File: src/rtl/vram_pkg.sv
// Shared video-RAM definitions: arbiter state encoding and the bus widths
// common to the timing generator, character writer and arbiter.
package vram_pkg;

  localparam int unsigned VRAM_ADDR_W = 12;
  localparam int unsigned VRAM_DATA_W = 8;

  typedef enum logic [1:0] {
    ST_IDLE  = 2'd0,
    ST_SCAN  = 2'd1,
    ST_WRITE = 2'd2
  } vram_state_e;

endpackage

File: src/rtl/vram_arbiter_if.sv
// Bus between the video-RAM arbiter and its neighbours: timing enables,
// writer handshake, RAM port and the fetched-pixel output.
interface vram_arbiter_if #(
  parameter int unsigned ADDR_W = vram_pkg::VRAM_ADDR_W,
  parameter int unsigned DATA_W = vram_pkg::VRAM_DATA_W
);

  logic              hden;
  logic              vden;
  logic              wr_req;
  logic [ADDR_W-1:0] wr_addr;
  logic [DATA_W-1:0] wr_data;
  logic              wr_ack;
  logic [ADDR_W-1:0] mem_addr;
  logic              mem_we;
  logic [DATA_W-1:0] mem_wdata;
  logic [DATA_W-1:0] mem_rdata;
  logic [DATA_W-1:0] pix_data;
  logic              pix_valid;
  logic              overrun;

  modport slave (
    input  hden, vden, wr_req, wr_addr, wr_data, mem_rdata,
    output wr_ack, mem_addr, mem_we, mem_wdata, pix_data, pix_valid, overrun
  );

  modport master (
    output hden, vden, wr_req, wr_addr, wr_data, mem_rdata,
    input  wr_ack, mem_addr, mem_we, mem_wdata, pix_data, pix_valid, overrun
  );

endinterface

File: src/rtl/vram_scan_addr.sv
// Display scan address: advances on each active cycle, wraps at DEPTH and
// restarts at 0 on the cycle after vden falls.
module vram_scan_addr import vram_pkg::*; #(
  parameter int unsigned ADDR_W = VRAM_ADDR_W,
  parameter int unsigned DEPTH  = 3072
) (
  input  logic              i_clk,
  input  logic              i_rst,
  input  logic              i_adv,
  input  logic              i_vden,
  output logic [ADDR_W-1:0] o_scan_addr
);

  logic              r_vden_d;
  logic [ADDR_W-1:0] r_scan_addr;

  always_ff @(posedge i_clk) begin
    if (i_rst) begin
      r_vden_d    <= 1'b0;
      r_scan_addr <= '0;
    end else begin
      r_vden_d <= i_vden;
      if (r_vden_d && !i_vden) begin
        r_scan_addr <= '0;
      end else if (i_adv) begin
        r_scan_addr <= (r_scan_addr == ADDR_W'(DEPTH - 1)) ? '0 : r_scan_addr + 1'b1;
      end
    end
  end

  assign o_scan_addr = r_scan_addr;

endmodule

File: src/rtl/vram_arbiter.sv
// Single-port video-RAM arbiter: display scan has absolute priority, writer
// requests are served one cycle each during blanking.
module vram_arbiter import vram_pkg::*; #(
  parameter int unsigned ADDR_W   = VRAM_ADDR_W,
  parameter int unsigned DATA_W   = VRAM_DATA_W,
  parameter int unsigned DEPTH    = 3072,
  parameter int unsigned MAX_WAIT = 1024
) (
  input  logic          vgaclk,
  input  logic          reset,
  vram_arbiter_if.slave bus
);

  localparam int unsigned CNT_W = $clog2(MAX_WAIT + 1);

  vram_state_e       r_state;
  vram_state_e       w_next;
  logic              w_active;
  logic              w_waiting;
  logic [ADDR_W-1:0] w_scan_addr;

  logic [ADDR_W-1:0] r_mem_addr;
  logic [ADDR_W-1:0] w_mem_addr;
  logic [DATA_W-1:0] r_mem_wdata;
  logic [DATA_W-1:0] w_mem_wdata;
  logic              r_mem_we;
  logic              w_mem_we;
  logic              r_wr_ack;
  logic              w_wr_ack;

  logic              r_rd_pend;
  logic              r_pix_valid;
  logic [DATA_W-1:0] r_pix_data;
  logic [CNT_W-1:0]  r_wait_cnt;
  logic              r_overrun;

  assign w_active = bus.hden & bus.vden;

  vram_scan_addr #(
    .ADDR_W (ADDR_W),
    .DEPTH  (DEPTH)
  ) u_scan (
    .i_clk       (vgaclk),
    .i_rst       (reset),
    .i_adv       (w_active),
    .i_vden      (bus.vden),
    .o_scan_addr (w_scan_addr)
  );

  always_ff @(posedge vgaclk) begin
    if (reset) r_state <= ST_IDLE;
    else       r_state <= w_next;
  end

  // r_wr_ack masks the still-high request in the cycle after its commit
  always_comb begin
    w_next = ST_IDLE;
    if (w_active)                       w_next = ST_SCAN;
    else if (bus.wr_req && !r_wr_ack)   w_next = ST_WRITE;
  end

  always_comb begin
    w_mem_addr  = r_mem_addr;
    w_mem_wdata = r_mem_wdata;
    w_mem_we    = 1'b0;
    w_wr_ack    = 1'b0;
    case (w_next)
      ST_SCAN: begin
        w_mem_addr = w_scan_addr;
      end
      ST_WRITE: begin
        w_mem_addr  = bus.wr_addr;
        w_mem_wdata = bus.wr_data;
        w_mem_we    = 1'b1;
        w_wr_ack    = 1'b1;
      end
      default: ;
    endcase
  end

  assign w_waiting = bus.wr_req && !r_wr_ack && (w_next != ST_WRITE);

  always_ff @(posedge vgaclk) begin
    if (reset) begin
      r_mem_addr  <= '0;
      r_mem_wdata <= '0;
      r_mem_we    <= 1'b0;
      r_wr_ack    <= 1'b0;
      r_rd_pend   <= 1'b0;
      r_pix_valid <= 1'b0;
      r_pix_data  <= '0;
      r_wait_cnt  <= '0;
      r_overrun   <= 1'b0;
    end else begin
      r_mem_addr  <= w_mem_addr;
      r_mem_wdata <= w_mem_wdata;
      r_mem_we    <= w_mem_we;
      r_wr_ack    <= w_wr_ack;
      // RAM data for a scan address arrives one cycle after it is presented
      r_rd_pend   <= (r_state == ST_SCAN);
      r_pix_valid <= r_rd_pend;
      if (r_rd_pend) r_pix_data <= bus.mem_rdata;
      if (w_next == ST_WRITE) begin
        r_wait_cnt <= '0;
      end else if (w_waiting && (r_wait_cnt != CNT_W'(MAX_WAIT))) begin
        r_wait_cnt <= r_wait_cnt + 1'b1;
      end
      if (w_waiting && (r_wait_cnt >= CNT_W'(MAX_WAIT - 1))) r_overrun <= 1'b1;
    end
  end

  assign bus.mem_addr  = r_mem_addr;
  assign bus.mem_wdata = r_mem_wdata;
  assign bus.mem_we    = r_mem_we;
  assign bus.wr_ack    = r_wr_ack;
  assign bus.pix_data  = r_pix_data;
  assign bus.pix_valid = r_pix_valid;
  assign bus.overrun   = r_overrun;

endmodule
File: src/flat_wrapper.sv
// flat-port wrapper written by rule: the top's interface ports become plain ports
module vram_arbiter_flat import vram_pkg::*;
#(
  parameter int unsigned ADDR_W   = VRAM_ADDR_W,
  parameter int unsigned DATA_W   = VRAM_DATA_W,
  parameter int unsigned DEPTH    = 3072,
  parameter int unsigned MAX_WAIT = 1024
)
  (vgaclk, reset, bus_hden, bus_vden, bus_wr_req, bus_wr_addr, bus_wr_data, bus_mem_rdata, bus_wr_ack, bus_mem_addr, bus_mem_we, bus_mem_wdata, bus_pix_data, bus_pix_valid, bus_overrun);
  vram_arbiter_if #(.ADDR_W(ADDR_W), .DATA_W(DATA_W)) bus_i ();
  input  logic vgaclk;
  input  logic reset;
  input wire logic [$bits(bus_i.hden)-1:0] bus_hden;
  input wire logic [$bits(bus_i.vden)-1:0] bus_vden;
  input wire logic [$bits(bus_i.wr_req)-1:0] bus_wr_req;
  input wire logic [$bits(bus_i.wr_addr)-1:0] bus_wr_addr;
  input wire logic [$bits(bus_i.wr_data)-1:0] bus_wr_data;
  input wire logic [$bits(bus_i.mem_rdata)-1:0] bus_mem_rdata;
  output wire logic [$bits(bus_i.wr_ack)-1:0] bus_wr_ack;
  output wire logic [$bits(bus_i.mem_addr)-1:0] bus_mem_addr;
  output wire logic [$bits(bus_i.mem_we)-1:0] bus_mem_we;
  output wire logic [$bits(bus_i.mem_wdata)-1:0] bus_mem_wdata;
  output wire logic [$bits(bus_i.pix_data)-1:0] bus_pix_data;
  output wire logic [$bits(bus_i.pix_valid)-1:0] bus_pix_valid;
  output wire logic [$bits(bus_i.overrun)-1:0] bus_overrun;
  assign bus_i.hden = bus_hden;
  assign bus_i.vden = bus_vden;
  assign bus_i.wr_req = bus_wr_req;
  assign bus_i.wr_addr = bus_wr_addr;
  assign bus_i.wr_data = bus_wr_data;
  assign bus_i.mem_rdata = bus_mem_rdata;
  assign bus_wr_ack = bus_i.wr_ack;
  assign bus_mem_addr = bus_i.mem_addr;
  assign bus_mem_we = bus_i.mem_we;
  assign bus_mem_wdata = bus_i.mem_wdata;
  assign bus_pix_data = bus_i.pix_data;
  assign bus_pix_valid = bus_i.pix_valid;
  assign bus_overrun = bus_i.overrun;
  vram_arbiter #(.ADDR_W(ADDR_W), .DATA_W(DATA_W), .DEPTH(DEPTH), .MAX_WAIT(MAX_WAIT)) u_core (.vgaclk(vgaclk), .reset(reset), .bus(bus_i));
endmodule
File: config.mk
export PLATFORM = sky130hd
export DESIGN_NAME = vram_arbiter_flat
export DESIGN_NICKNAME = d
export VERILOG_FILES = /design/src/rtl/vram_pkg.sv /design/src/rtl/vram_arbiter_if.sv /design/src/rtl/vram_scan_addr.sv /design/src/rtl/vram_arbiter.sv /design/src/flat_wrapper.sv
export SDC_FILE = /design/constraint.sdc
export NUM_CORES = 1
export LEC_CHECK = 0
export ABC_CLOCK_PERIOD_IN_PS = 5700
export BUFFER_PORTS_ARGS = -buffer_cell sky130_fd_sc_hd__buf_2
export CAP_MARGIN = 20
export CORE_MARGIN = 3
export CORE_UTILIZATION = 56
export CTS_CLUSTER_DIAMETER = 200
export DETAILED_ROUTE_END_ITERATION = 6
export PLACE_DENSITY = 0.84
export SLEW_MARGIN = 25
export SYNTH_ARGS = -nofsm -noshare
export SYNTH_HDL_FRONTEND = slang
export SYNTH_SLANG_ARGS = --single-unit
File: constraint.sdc
create_clock -name vgaclk -period 5.7 [get_ports vgaclk]
set_input_delay 1.14 -clock vgaclk [delete_from_list [all_inputs] [get_ports vgaclk]]
set_output_delay 1.14 -clock vgaclk [all_outputs]
set_load 0.01 [all_outputs]
==> summary.md, run 1 <==
| Metric | Value |
|---|---|
| Synth Instances | 271 |
| Slew @ Worst Pin | 0.6174 ns |
| Hold path start | u_core.bus.mem_wdata[1]$_SDFFE_PP0P_ |
| Fraction of registers with async set/reset | 0% |
| RSZ-0062 raised after global routing | false |
| Largest net degree at the start of global routing | 38 |
| Clk slew on worst S/H paths | 0.06 ns |
| Syn-to-layout area delta | 21.91% |
| Mapped Area | 2421 um2 |
| Final WL | 5326 um |
| Io pins | 65 |
| CP Buf/Inv Count | 2 |
| Total track usage | 22.59% |
| Grt total ovfl | 0 |
| Kind of critical path | input pin to flop |
| Number of hold buffers added after CTS | 0 |
| Beginning of the critical path | bus_hden |
| Vias per inst | 5.439 |
| IR Drop Worst-Case VDD | 0.1872 mV |
| DRT Pass-1 Iters | 4 |
| Number of global-route vias before repair | 2103 |
| CTS Root Cell | clkbuf_8 |
| DR iter-0 viols | 88 |
| F_max | 450.8 MHz |
| Worst slew margin relative to its limit | 58.84% |
| Post-placement cell area | 2756 um2 |
| Period utilization | 38.92% |
| Largest stage delay, worst path | 0.39 ns |
| Die W | 71.75 um |
| Crit path DAT | 2.42 ns |
| Final instance area | 2952 um2 |
| Core box area | 4086 um2 |
| CTS tree | done |
| First-pass GRT wire length | 9087 um |
| Top cell by count, worst path | nand2_1 |
| R2r setup slk | 3.68 ns |
| Die Y | 71.75 um |
| Number of synthesized flops with an enable pin | 0 |
| Commonest non-fill, non-tap cell in the layout | buf_2 |
| Filler Cells Inserted | 307 |
| ANT nets after route | 0 |
| Synth cell types | 37 |
| Seq/Total Area, Yosys | 47.13% |
| CP Max Fanout | 36 |
| Starting Density | 59.25% |
| # diodes | 0 |
| Top FF cell, synth | dfxtp_1 |
| H-tree depth | 3 |
| Final Total Pwr | 868.8 uW |
| Setup TNS | 0 ns |
| Syn_area_per_cell | 8.934 um2 |
| Crit-path cells | buf_2, nand2_1, buf_4, nand2_1, nand2b_1, a21oi_1 |
| Highest-count cells in the layout ignoring fill and taps | 64 x buf_2, 57 x dfxtp_1, 43 x nor2_1 |
| Worst r2r src | u_core.r_wait_cnt[0]$_SDFFE_PP0P_ |
| Die footprint | 5148 um2 |
| Lkg Pwr | 1.225 nW |
| Fin nets | 369 |
| Clock sinks | 57 |
| Pwr Density | 294.3 nW/um2 |
| Crit. End Element | flop |
| CP delay by family, top | simple AND/OR/NAND/NOR gates |
| Routed via count | 2105 |
| Status | finished, final reports clean |
| Clock Latency Late Sink | 0.34 ns |
| Share of cells above drive strength 1 | 25.52% |
| Number of gates resized after cts | 0 |
| Hold WC Path Type | flop to flop |
| Slowest-stage cell, CP | nand2b_1 |
| Seq cells post-synth | 57 |
| Row cnt | 23 |
| Post CTS Setup Buffer Count | 0 |
| Wire per inst | 13.76 um |
| Final hold violations | 0 |
| Max_cap viols | 0 |
| Clock tree buffer depth | 2 |
| Fin crit period | 2.218 ns |
| Startpoint Class | input pin |
| Initial antenna violation count | 0 |
| Final-report setup violation count | 0 |
| Syn nets | 307 |
| TritonCTS Buffers | 9 |
| Routability cong. | 0.8568 |
| PortBufs | 64 |
| Ys Warns | 0 |
| DRC Markers | 0 |
| Final HPWL DP | 3786 um |
| Post-Route Skew | 0.008539 ns |
| WP data required | 5.90 ns |
| Max-slew violation count | 0 |
==> synthesized netlist by cell type, types with 2 or more instances <==
master / count / area (um2)
inv_1: 5 / 18.77
dfxtp_1: 57 / 1141
nand2_1: 31 / 116.4
xnor2_1: 12 / 105.1
ha_1: 3 / 37.54
clkbuf_1: 10 / 37.54
o21ai_0: 3 / 15.01
mux2i_1: 20 / 200.2
and2_1: 2 / 12.51
a21oi_1: 15 / 75.07
buf_2: 2 / 10.01
nor2b_1: 2 / 12.51
a211oi_1: 13 / 97.59
nor4_1: 4 / 25.02
nand3_1: 8 / 40.04
buf_1: 2 / 7.510
xor2_1: 4 / 35.03
nor3_1: 7 / 35.03
nand4_1: 8 / 50.05
and4b_1: 2 / 20.02
and4_1: 2 / 17.52
nor2_1: 43 / 161.4
or3_2: 2 / 15.01
==> kinds of logic after synthesis <==
| family | synth area share (%) |
|---|---|
| compound gates | 9.871 |
| xor+xnor | 5.788 |
| fa+ha+maj | 1.551 |
| buf+inv | 3.360 |
| flops | 47.13 |
| mux | 8.269 |
| simple gates | 24.03 |
==> cell type report <==
cell class | instances | area [um2] | area share, %
Inverter | 5 | 18.77 | 0.6359
Clock buffer | 12 | 155.1 | 5.256
Multi-Input combinational cell | 194 | 1199 | 40.61
Tap cell | 50 | 62.56 | 2.120
Sequential cell | 57 | 1141 | 38.66
Clock inverter | 3 | 40.04 | 1.357
Timing Repair Buffer | 66 | 335.3 | 11.36
==> flip-flops by register name (all words and copies together) (netlist names) <==
register,cells
u_core.bus.pix_valid,1
u_core.bus.mem_wdata,8
u_core.r_state,2
u_core.u_scan.o_scan_addr,12
u_core.bus.pix_data,8
u_core.bus.overrun,1
u_core.r_wait_cnt,11
u_core.bus.mem_addr,12
u_core.u_scan.r_vden_d,1
u_core.r_rd_pend,1
==> power breakdown <==
part	internal [mW]	switching, mW
clock	0.222	0.152
sequential	0.412	0.00810
combinational	0.0331	0.0423
total	0.667	0.202
==> tightest hold or removal path, delay by kind of cell (launching register included) <==
kind	cells	cell delay [ns]
AO/OA/AOI/OAI	1	0.05
AND/OR/NAND/NOR	1	0.05
flip-flops	1	0.30
==> metrics by stage <==
| stage | std cells | setup WS (ns) | util [%] | hold slack [ns] |
|---|---|---|---|---|
| 2_1_floorplan | 271 | 3.423 | - | 0.4421 |
| 3_3_place_gp | 372 | 3.158 | 67.45 | 0.4408 |
| 3_5_place_dp | 372 | 3.131 | 67.45 | 0.4443 |
| 4_1_cts | 387 | 3.496 | 72.23 | 0.4528 |
| 5_1_grt | 387 | 3.367 | 72.23 | 0.4722 |
| 6_report | 387 | 3.482 | 72.23 | 0.4527 |
==> final timing paths <==
check,cells past startpoint,to
worst max-delay path,6,u_core.r_wait_cnt[7]$_SDFFE_PP0P_
worst min-delay path,2,u_core.bus.mem_wdata[1]$_SDFFE_PP0P_
worst max register to register,6,u_core.r_wait_cnt[7]$_SDFFE_PP0P_
worst min register to register,2,u_core.bus.mem_wdata[1]$_SDFFE_PP0P_
==> per-layer routing <==
metal / share of wire, % / routed length [um] / track usage (%)
met1: 41 / 2168 / 24.36
met2: 52 / 2782 / 38.88
met3: 5.9 / 315 / 9.537
met4: 1.1 / 59 / 9.186
met5: 0 / 0 / 0
Note: power is estimated with default switching activity, not from simulation.
==> run 2: changes to the inputs <==
--- a/config.mk
+++ b/config.mk
@@ -5,14 +5,14 @@
 export SDC_FILE = /design/constraint.sdc
 export NUM_CORES = 1
 export LEC_CHECK = 0
-export ABC_CLOCK_PERIOD_IN_PS = 5700
+export ABC_CLOCK_PERIOD_IN_PS = 1830
 export BUFFER_PORTS_ARGS = -buffer_cell sky130_fd_sc_hd__buf_2
 export CAP_MARGIN = 20
 export CORE_MARGIN = 3
-export CORE_UTILIZATION = 56
+export CORE_UTILIZATION = 47
 export CTS_CLUSTER_DIAMETER = 200
 export DETAILED_ROUTE_END_ITERATION = 6
-export PLACE_DENSITY = 0.84
+export PLACE_DENSITY = 0.75
 export SLEW_MARGIN = 25
 export SYNTH_ARGS = -nofsm -noshare
 export SYNTH_HDL_FRONTEND = slang
==> constraint.sdc (replaced) <==
create_clock -name vgaclk -period 1.83 [get_ports vgaclk]
set_input_delay 0.366 -clock vgaclk [delete_from_list [all_inputs] [get_ports vgaclk]]
set_output_delay 0.366 -clock vgaclk [all_outputs]
set_load 0.01 [all_outputs]
==> run 2 against run 1 <==
Combinational power increased to 3.4 times the previous value; clock power increased to 2.9 times the previous value; worst hold slack got worse by 0.18 ns; routed wire length increased by 0.68%; sequential share of layout area decreased by 1.5 points; critical path type is now flop to flop; utilization decreased by 8.9 points; die area increased by 17%; register-to-register slack got worse by 3.6 ns; final cell count increased by 7.0%; via count increased by 0.76%; count of clock-buffer cells in the layout increased by 2; critical endpoint unchanged.
==> summary.md, run 2 (synthesis results as in run 1) <==
| Metric | Value |
|---|---|
| Status | finished, final reports clean |
| Wire per inst | 12.95 um (-5.9%) |
| Total track usage | 18.43% (-4.2 points) |
| PortBufs | 64 (unchanged) |
| Grt total ovfl | 0 (unchanged) |
| CP Max Fanout | 5 (-86%) |
| Final-report setup violation count | 0 (unchanged) |
| Initial antenna violation count | 0 (unchanged) |
| Commonest non-fill, non-tap cell in the layout | buf_2 |
| Final HPWL DP | 3765 um (-0.56%) |
| Io pins | 65 (unchanged) |
| Die footprint | 6048 um2 (+17%) |
| Crit-path cells | inv_2, ha_1, or4b_4, o41ai_4, buf_4, or3_2, a21oi_1 |
| Clk slew on worst S/H paths | 0.06 ns (about the same) |
| Largest stage delay, worst path | 0.47 ns (+0.08 ns) |
| F_max | 579.0 MHz |
| ANT nets after route | 0 (unchanged) |
| Final setup margin | 0.1028 ns (-3.379 ns) |
| Setup TNS | 0 ns (unchanged) |
| Die W | 77.77 um (+8.4%) |
| Hold WC Path Type | input pin to flop |
| Lkg Pwr | 1.285 nW (+4.9%) |
| Final WL | 5362 um (+0.68%) |
| Vias per inst | 5.123 (-5.8%) |
| Dpl ws | 0.04166 ns (-3.090 ns) |
| Fin nets | 378 (+2.4%) |
| Slew @ Worst Pin | 0.4810 ns (-0.1364 ns) |
| Max_cap viols | 0 (unchanged) |
| CTS Root Cell | clkbuf_8 |
| Max-slew violation count | 0 (unchanged) |
| TritonCTS Buffers | 9 (unchanged) |
| IR Drop Worst-Case VDD | 0.5854 mV (+210%) |
| CTS tree | done |
| Period utilization | 94.38% |
| Syn-to-layout area delta | 26.82% |
| Clock sinks | 57 (unchanged) |
| Post CTS Setup Buffer Count | 0 (unchanged) |
| Die Y | 77.77 um (+8.4%) |
| Worst slew margin relative to its limit | 67.89% (+9.0 points) |
| Clock Latency Late Sink | 0.32 ns (-0.02 ns) |
| CP Buf/Inv Count | 2 (unchanged) |
| Number of gates resized after cts | 0 (unchanged) |
| DRC Markers | 0 (unchanged) |
| DR iter-0 viols | 103 (+17%) |
| Largest net degree at the start of global routing | 37 (-2.6%) |
| WP data required | 2.03 ns (-3.87 ns) |
| Startpoint Class | flop |
| Crit. End Element | flop |
| Final instance area | 3070 um2 (+4.0%) |
| Post-Route Skew | 0.005671 ns (-0.002868 ns) |
| Final hold violations | 0 (unchanged) |
| DRT Pass-1 Iters | 4 (unchanged) |
| Clock tree buffer depth | 2 (unchanged) |
| Number of global-route vias before repair | 2073 (-1.4%) |
| Crit path DAT | 1.92 ns (-0.50 ns) |
| Final Total Pwr | 2.651 mW (+210%) |
| Highest-count cells in the layout ignoring fill and taps | 64 x buf_2, 57 x dfxtp_1, 43 x nor2_1 |
| Share of cells above drive strength 1 | 28.24% (+2.7 points) |
| Routability cong. | 0.8857 (+3.4%) |
| Routed via count | 2121 (+0.76%) |
| Fin crit period | 1.727 ns |
| Post-placement cell area | 2863 um2 (+3.9%) |
| CP delay by family, top | simple AND/OR/NAND/NOR gates |
| Slowest-stage cell, CP | or4b_4 |
| # diodes | 0 (unchanged) |
| Starting Density | 49.94% (-9.3 points) |
| H-tree depth | 3 (unchanged) |
| First-pass GRT wire length | 9059 um (-0.31%) |
| Kind of critical path | flop to flop |
| Pwr Density | 863.3 nW/um2 (+190%) |
| Number of hold buffers added after CTS | 0 (unchanged) |
| Row cnt | 25 (+8.7%) |
| Core box area | 4848 um2 (+19%) |
run 2: path summary, 6_finish.rpt:
check | from | end | slack, ns | cells after the start
hold reg to reg | u_core.bus.mem_wdata[7]$_SDFFE_PP0P_ | u_core.bus.mem_wdata[7]$_SDFFE_PP0P_ | 0.45 | 2
hold / removal | bus_wr_data[7] | u_core.bus.mem_wdata[7]$_SDFFE_PP0P_ | 0.28 | 3
setup reg to reg | u_core.r_wait_cnt[0]$_SDFFE_PP0P_ | u_core.r_wait_cnt[7]$_SDFFE_PP0P_ | 0.10 | 7
setup / recovery | u_core.r_wait_cnt[0]$_SDFFE_PP0P_ | u_core.r_wait_cnt[7]$_SDFFE_PP0P_ | 0.10 | 7
run 2: worst reg2reg max path, delay by kind of cell, from the launching register on:
kind / cells / cell delay (ns)
simple gates: 2 / 0.58
flops: 1 / 0.32
compound gates: 2 / 0.32
buf+inv: 2 / 0.26
fa+ha+maj: 1 / 0.13
run 2: per-layer routing:
metal	part of all wire (%)	up-vias	track usage, %	wire, um
li1	-	1084	-	-
met5	0	-	0	0
met2	50	50	32.71	2706
met1	44	983	20.97	2333
met4	0.86	0	5.872	46
met3	5.1	4	5.568	276
run 2: per-stage QoR:
step | hold WS (ns) | instances | utilization (%)
floorplan | 0.4421 | 271 | -
global placement | 0.4402 | 397 | 59.05
detailed placement | 0.4446 | 397 | 59.05
CTS | 0.2625 | 413 | 63.02
global route | 0.2864 | 414 | 63.33
finish | 0.2763 | 414 | 63.33
run 2: cell type report:
cell class | instances | area (um2)
inverters | 5 | 18.77
clock buffers | 14 | 182.7
repair buffers | 75 | 431.7
fillers | 413 | 1778
flip-flops and latches | 57 | 1141
multi-input cells | 194 | 1202
well taps | 67 | 83.83
clock inverters | 2 | 10.01
run 2: power by group:
part	leakage, nW	total (mW)	internal (mW)	switching (mW)
clock	0.102	1.09	0.635	0.456
sequential	0.464	1.31	1.28	0.0233
combinational	0.719	0.254	0.118	0.136
total	1.29	2.65	2.04	0.616
==> run 3: changes to the inputs <==
--- a/config.mk
+++ b/config.mk
@@ -5,14 +5,15 @@
 export SDC_FILE = /design/constraint.sdc
 export NUM_CORES = 1
 export LEC_CHECK = 0
+export ABC_AREA = 1
 export ABC_CLOCK_PERIOD_IN_PS = 1830
 export BUFFER_PORTS_ARGS = -buffer_cell sky130_fd_sc_hd__buf_2
 export CAP_MARGIN = 20
 export CORE_MARGIN = 3
-export CORE_UTILIZATION = 47
+export CORE_UTILIZATION = 48
 export CTS_CLUSTER_DIAMETER = 200
 export DETAILED_ROUTE_END_ITERATION = 6
-export PLACE_DENSITY = 0.75
+export PLACE_DENSITY = 0.76
 export SLEW_MARGIN = 25
 export SYNTH_ARGS = -nofsm -noshare
 export SYNTH_HDL_FRONTEND = slang
==> run 3 against run 2 <==
Clock power up 31%; power up 12%; worst hold slack worse by 0.033 ns; critical path type unchanged; critical endpoint is now u_core.u_scan.o_scan_addr[7]$_SDFFE_PP0P_; largest power group is now clock; highest routed layer unchanged.
==> summary.md, run 3 <==
| Metric | Value |
|---|---|
| Total track usage | 20.28% (+1.8 points) |
| Crit-path cells | ha_1, nand3_1, nor3_2, nand2_1, o21ai_2, nor2_1 |
| Final WL | 5970 um (+11%) |
| Clock sinks | 57 (unchanged) |
| ANT nets after route | 0 (unchanged) |
| Number of gates resized after cts | 0 (unchanged) |
| Routability cong. | 0.9179 (+3.6%) |
| Hold WC Path Type | input pin to flop |
| Most common cell in the synthesized netlist | nand2_1 |
| Syn-to-layout area delta | 24.23% |
| CTS Root Cell | clkbuf_8 |
| Max-slew violation count | 0 (unchanged) |
| Post-Layout Cell Count | 503 (+21%) |
| Number of synthesized flops with an enable pin | 0 (unchanged) |
| Met2 GRT Util | 31.39% (-1.3 points) |
| Final instance area | 3246 um2 (+5.7%) |
| Final Total Pwr | 2.961 mW (+12%) |
| Filler Cells Inserted | 482 (+17%) |
| Commonest cells in the netlist | 101 x nand2_1, 57 x dfxtp_1, 51 x nor2_1 |
| Clk slew on worst S/H paths | 0.07 ns (about the same) |
| Ys Warns | 0 (unchanged) |
| Fin nets | 464 (+23%) |
| CP Max Fanout | 4 (-1) |
| DR iter-0 viols | 164 (+59%) |
| Io pins | 65 (unchanged) |
| Final-report setup violation count | 0 (unchanged) |
| Slew @ Worst Pin | 0.3574 ns (-0.1237 ns) |
| Die footprint | 6364 um2 (+5.2%) |
| IR Drop Worst-Case VDD | 0.5998 mV (+2.5%) |
| Largest stage delay, worst path | 0.39 ns (-0.08 ns) |
| # placed instances | 487 (+23%) |
| Crit. End Element | flop |
| Final hold violations | 0 (unchanged) |
| Mapped Area | 2613 um2 (+7.9%) |
| Core box area | 5172 um2 (+6.7%) |
| PortBufs | 64 (unchanged) |
| Pwr Density | 912.3 nW/um2 (+5.7%) |
| Highest-count cells in the layout ignoring fill and taps | 101 x nand2_1, 64 x buf_2, 57 x dfxtp_1 |
| RSZ-0062 raised after global routing | false |
| Fin crit period | 1.514 ns (-0.2129 ns) |
| Share of cells above drive strength 1 | 26.33% (-1.9 points) |
| Vias per inst | 4.962 (-3.1%) |
| Seq cells post-synth | 57 (unchanged) |
| Synth cell types | 33 (-11%) |
| Startpoint Class | flop |
| DRC Markers | 0 (unchanged) |
| Period utilization | 82.74% (-12 points) |
| Share of the synthesized area in the top cell type | 43.68% (-3.5 points) |
| Lkg Pwr | 1.485 nW (+16%) |
| Routed via count | 2496 (+18%) |
| Syn_area_per_cell | 7.318 um2 (-18%) |
| Kind of critical path | flop to flop |
| Fraction of registers with async set/reset | 0% (unchanged) |
| H-tree depth | 3 (unchanged) |
| Clock Latency Late Sink | 0.34 ns (+0.02 ns) |
| Met3 Usage GRT | 6.321% (+0.75 points) |
| Starting Density | 50.51% (+0.57 points) |
| Seq/Total Area, Yosys | 43.68% (-3.5 points) |
| Crit path DAT | 1.73 ns (-0.19 ns) |
| # diodes | 0 (unchanged) |
| Post-Route Skew | 0.01098 ns (+0.005304 ns) |
| Final setup margin | 0.3158 ns (+0.2129 ns) |
| Grt total ovfl | 0 (unchanged) |
| Slowest-stage cell, CP | dfxtp_1 |
| Final HPWL DP | 4365 um (+16%) |
| Number of global-route vias before repair | 2251 (+8.6%) |
| F_max | 660.4 MHz (+14%) |
| Clock tree buffer depth | 2 (unchanged) |
| Initial antenna violation count | 0 (unchanged) |
| First-pass GRT wire length | 10140 um (+12%) |
| Synth Instances | 357 (+32%) |
| Commonest non-fill, non-tap cell in the layout | nand2_1 |
| Met1 usage | 26.50% (+5.5 points) |
| Die Y | 79.78 um (+2.6%) |
| Setup TNS | 0 ns (unchanged) |
| Post CTS Setup Buffer Count | 0 (unchanged) |
| CTS tree | done |
| Wire per inst | 11.87 um (-8.4%) |
| Syn nets | 393 (+28%) |
| Dpl ws | 0.3738 ns (+0.3321 ns) |
| Final core occ | 62.75% (-0.58 points) |
| Cell taking the most area after synthesis | dfxtp_1 |
| Dominant cells by area after synthesis | dfxtp_1 44%, nand2_1 15%, nor2_1 7.3%, inv_1 4.3%, a22o_1 2.7% |
| Hold_ws | 0.2434 ns (-0.03284 ns) |
| Worst slew margin relative to its limit | 76.18% (+8.3 points) |
| Max_cap viols | 0 (unchanged) |
| Row cnt | 26 (+4.0%) |
| TritonCTS Buffers | 9 (unchanged) |
| Number of hold buffers added after CTS | 0 (unchanged) |
| Top FF cell, synth | dfxtp_1 |
| Post-placement cell area | 3003 um2 (+4.9%) |
| Status | finished, final reports clean |
| WP data required | 2.05 ns (+0.02 ns) |
| DRT Pass-1 Iters | 7 (+3) |
| Most used routing layer | met2 |
| Largest net degree at the start of global routing | 17 (-54%) |
| Die W | 79.78 um (+2.6%) |
## run 3: cell types whose count changed after synthesis, sizes merged, moves of 4 or more
| cell | previous run | this run |
|---|---|---|
| nand2 | 31 | 107 |
| a22o | 0 | 8 |
| nor2 | 43 | 59 |
| a211oi | 13 | 0 |
| nand3 | 8 | 13 |
| nor4 | 4 | 0 |
| mux2i | 20 | 0 |
| xnor2 | 12 | 0 |
| a31oi | 0 | 9 |
| inv | 5 | 40 |
| o21ai | 3 | 14 |
| clkbuf | 10 | 0 |
## run 3: kinds of logic after synthesis
group / share of synthesized area (%)
simple gates: 33.81
flops: 43.68
buf+inv: 7.711
compound gates: 11.35
xor+xnor: 2.011
fa+ha+maj: 1.437
## run 3: routing by layer
metal / wire [um] / up-vias / share of wire (%)
li1: - / 1284 / -
met1: 2774 / 1112 / 46
met2: 2708 / 89 / 45
met3: 370 / 11 / 6.2
met4: 117 / 0 / 2.0
met5: 0 / - / 0
## run 3: worst paths after layout
kind	endpoint	startpoint	slack (ns)	cells after the start
worst min register to register	u_core.r_rd_pend$_SDFF_PP0_	u_core.r_state[0]$_SDFF_PP0_	0.42	2
worst min-delay path	u_core.bus.mem_wdata[1]$_SDFFE_PP0P_	bus_wr_data[1]	0.24	2
worst max register to register	u_core.u_scan.o_scan_addr[7]$_SDFFE_PP0P_	u_core.u_scan.o_scan_addr[1]$_SDFFE_PP0P_	0.32	6
worst max-delay path	u_core.u_scan.o_scan_addr[7]$_SDFFE_PP0P_	u_core.u_scan.o_scan_addr[1]$_SDFFE_PP0P_	0.32	6
## run 3: cell type report
class / count / area [um2] / share of cell area, %
Multi-Input combinational cell: 251 / 1270 / 39.13
Clock inverter: 6 / 105.1 / 3.238
Sequential cell: 57 / 1141 / 35.16
Clock buffer: 10 / 137.6 / 4.241
Timing Repair Buffer: 68 / 350.3 / 10.79
Inverter: 41 / 153.9 / 4.742
Tap cell: 70 / 87.58 / 2.699
## run 3: report_power, final
part / total [mW] / leakage [nW] / switching (mW) / internal [mW]
Sequential: 1.30 / 0.463 / 0.0212 / 1.28
Clock: 1.43 / 0.126 / 0.496 / 0.934
Combinational: 0.230 / 0.895 / 0.138 / 0.0928
## run 3: critical path, delay by kind of cell, from the launching register on
family / cells / cell delay (ns)
simple gates: 4 / 0.58
flops: 1 / 0.39
fa+ha+maj: 1 / 0.22
compound gates: 1 / 0.21
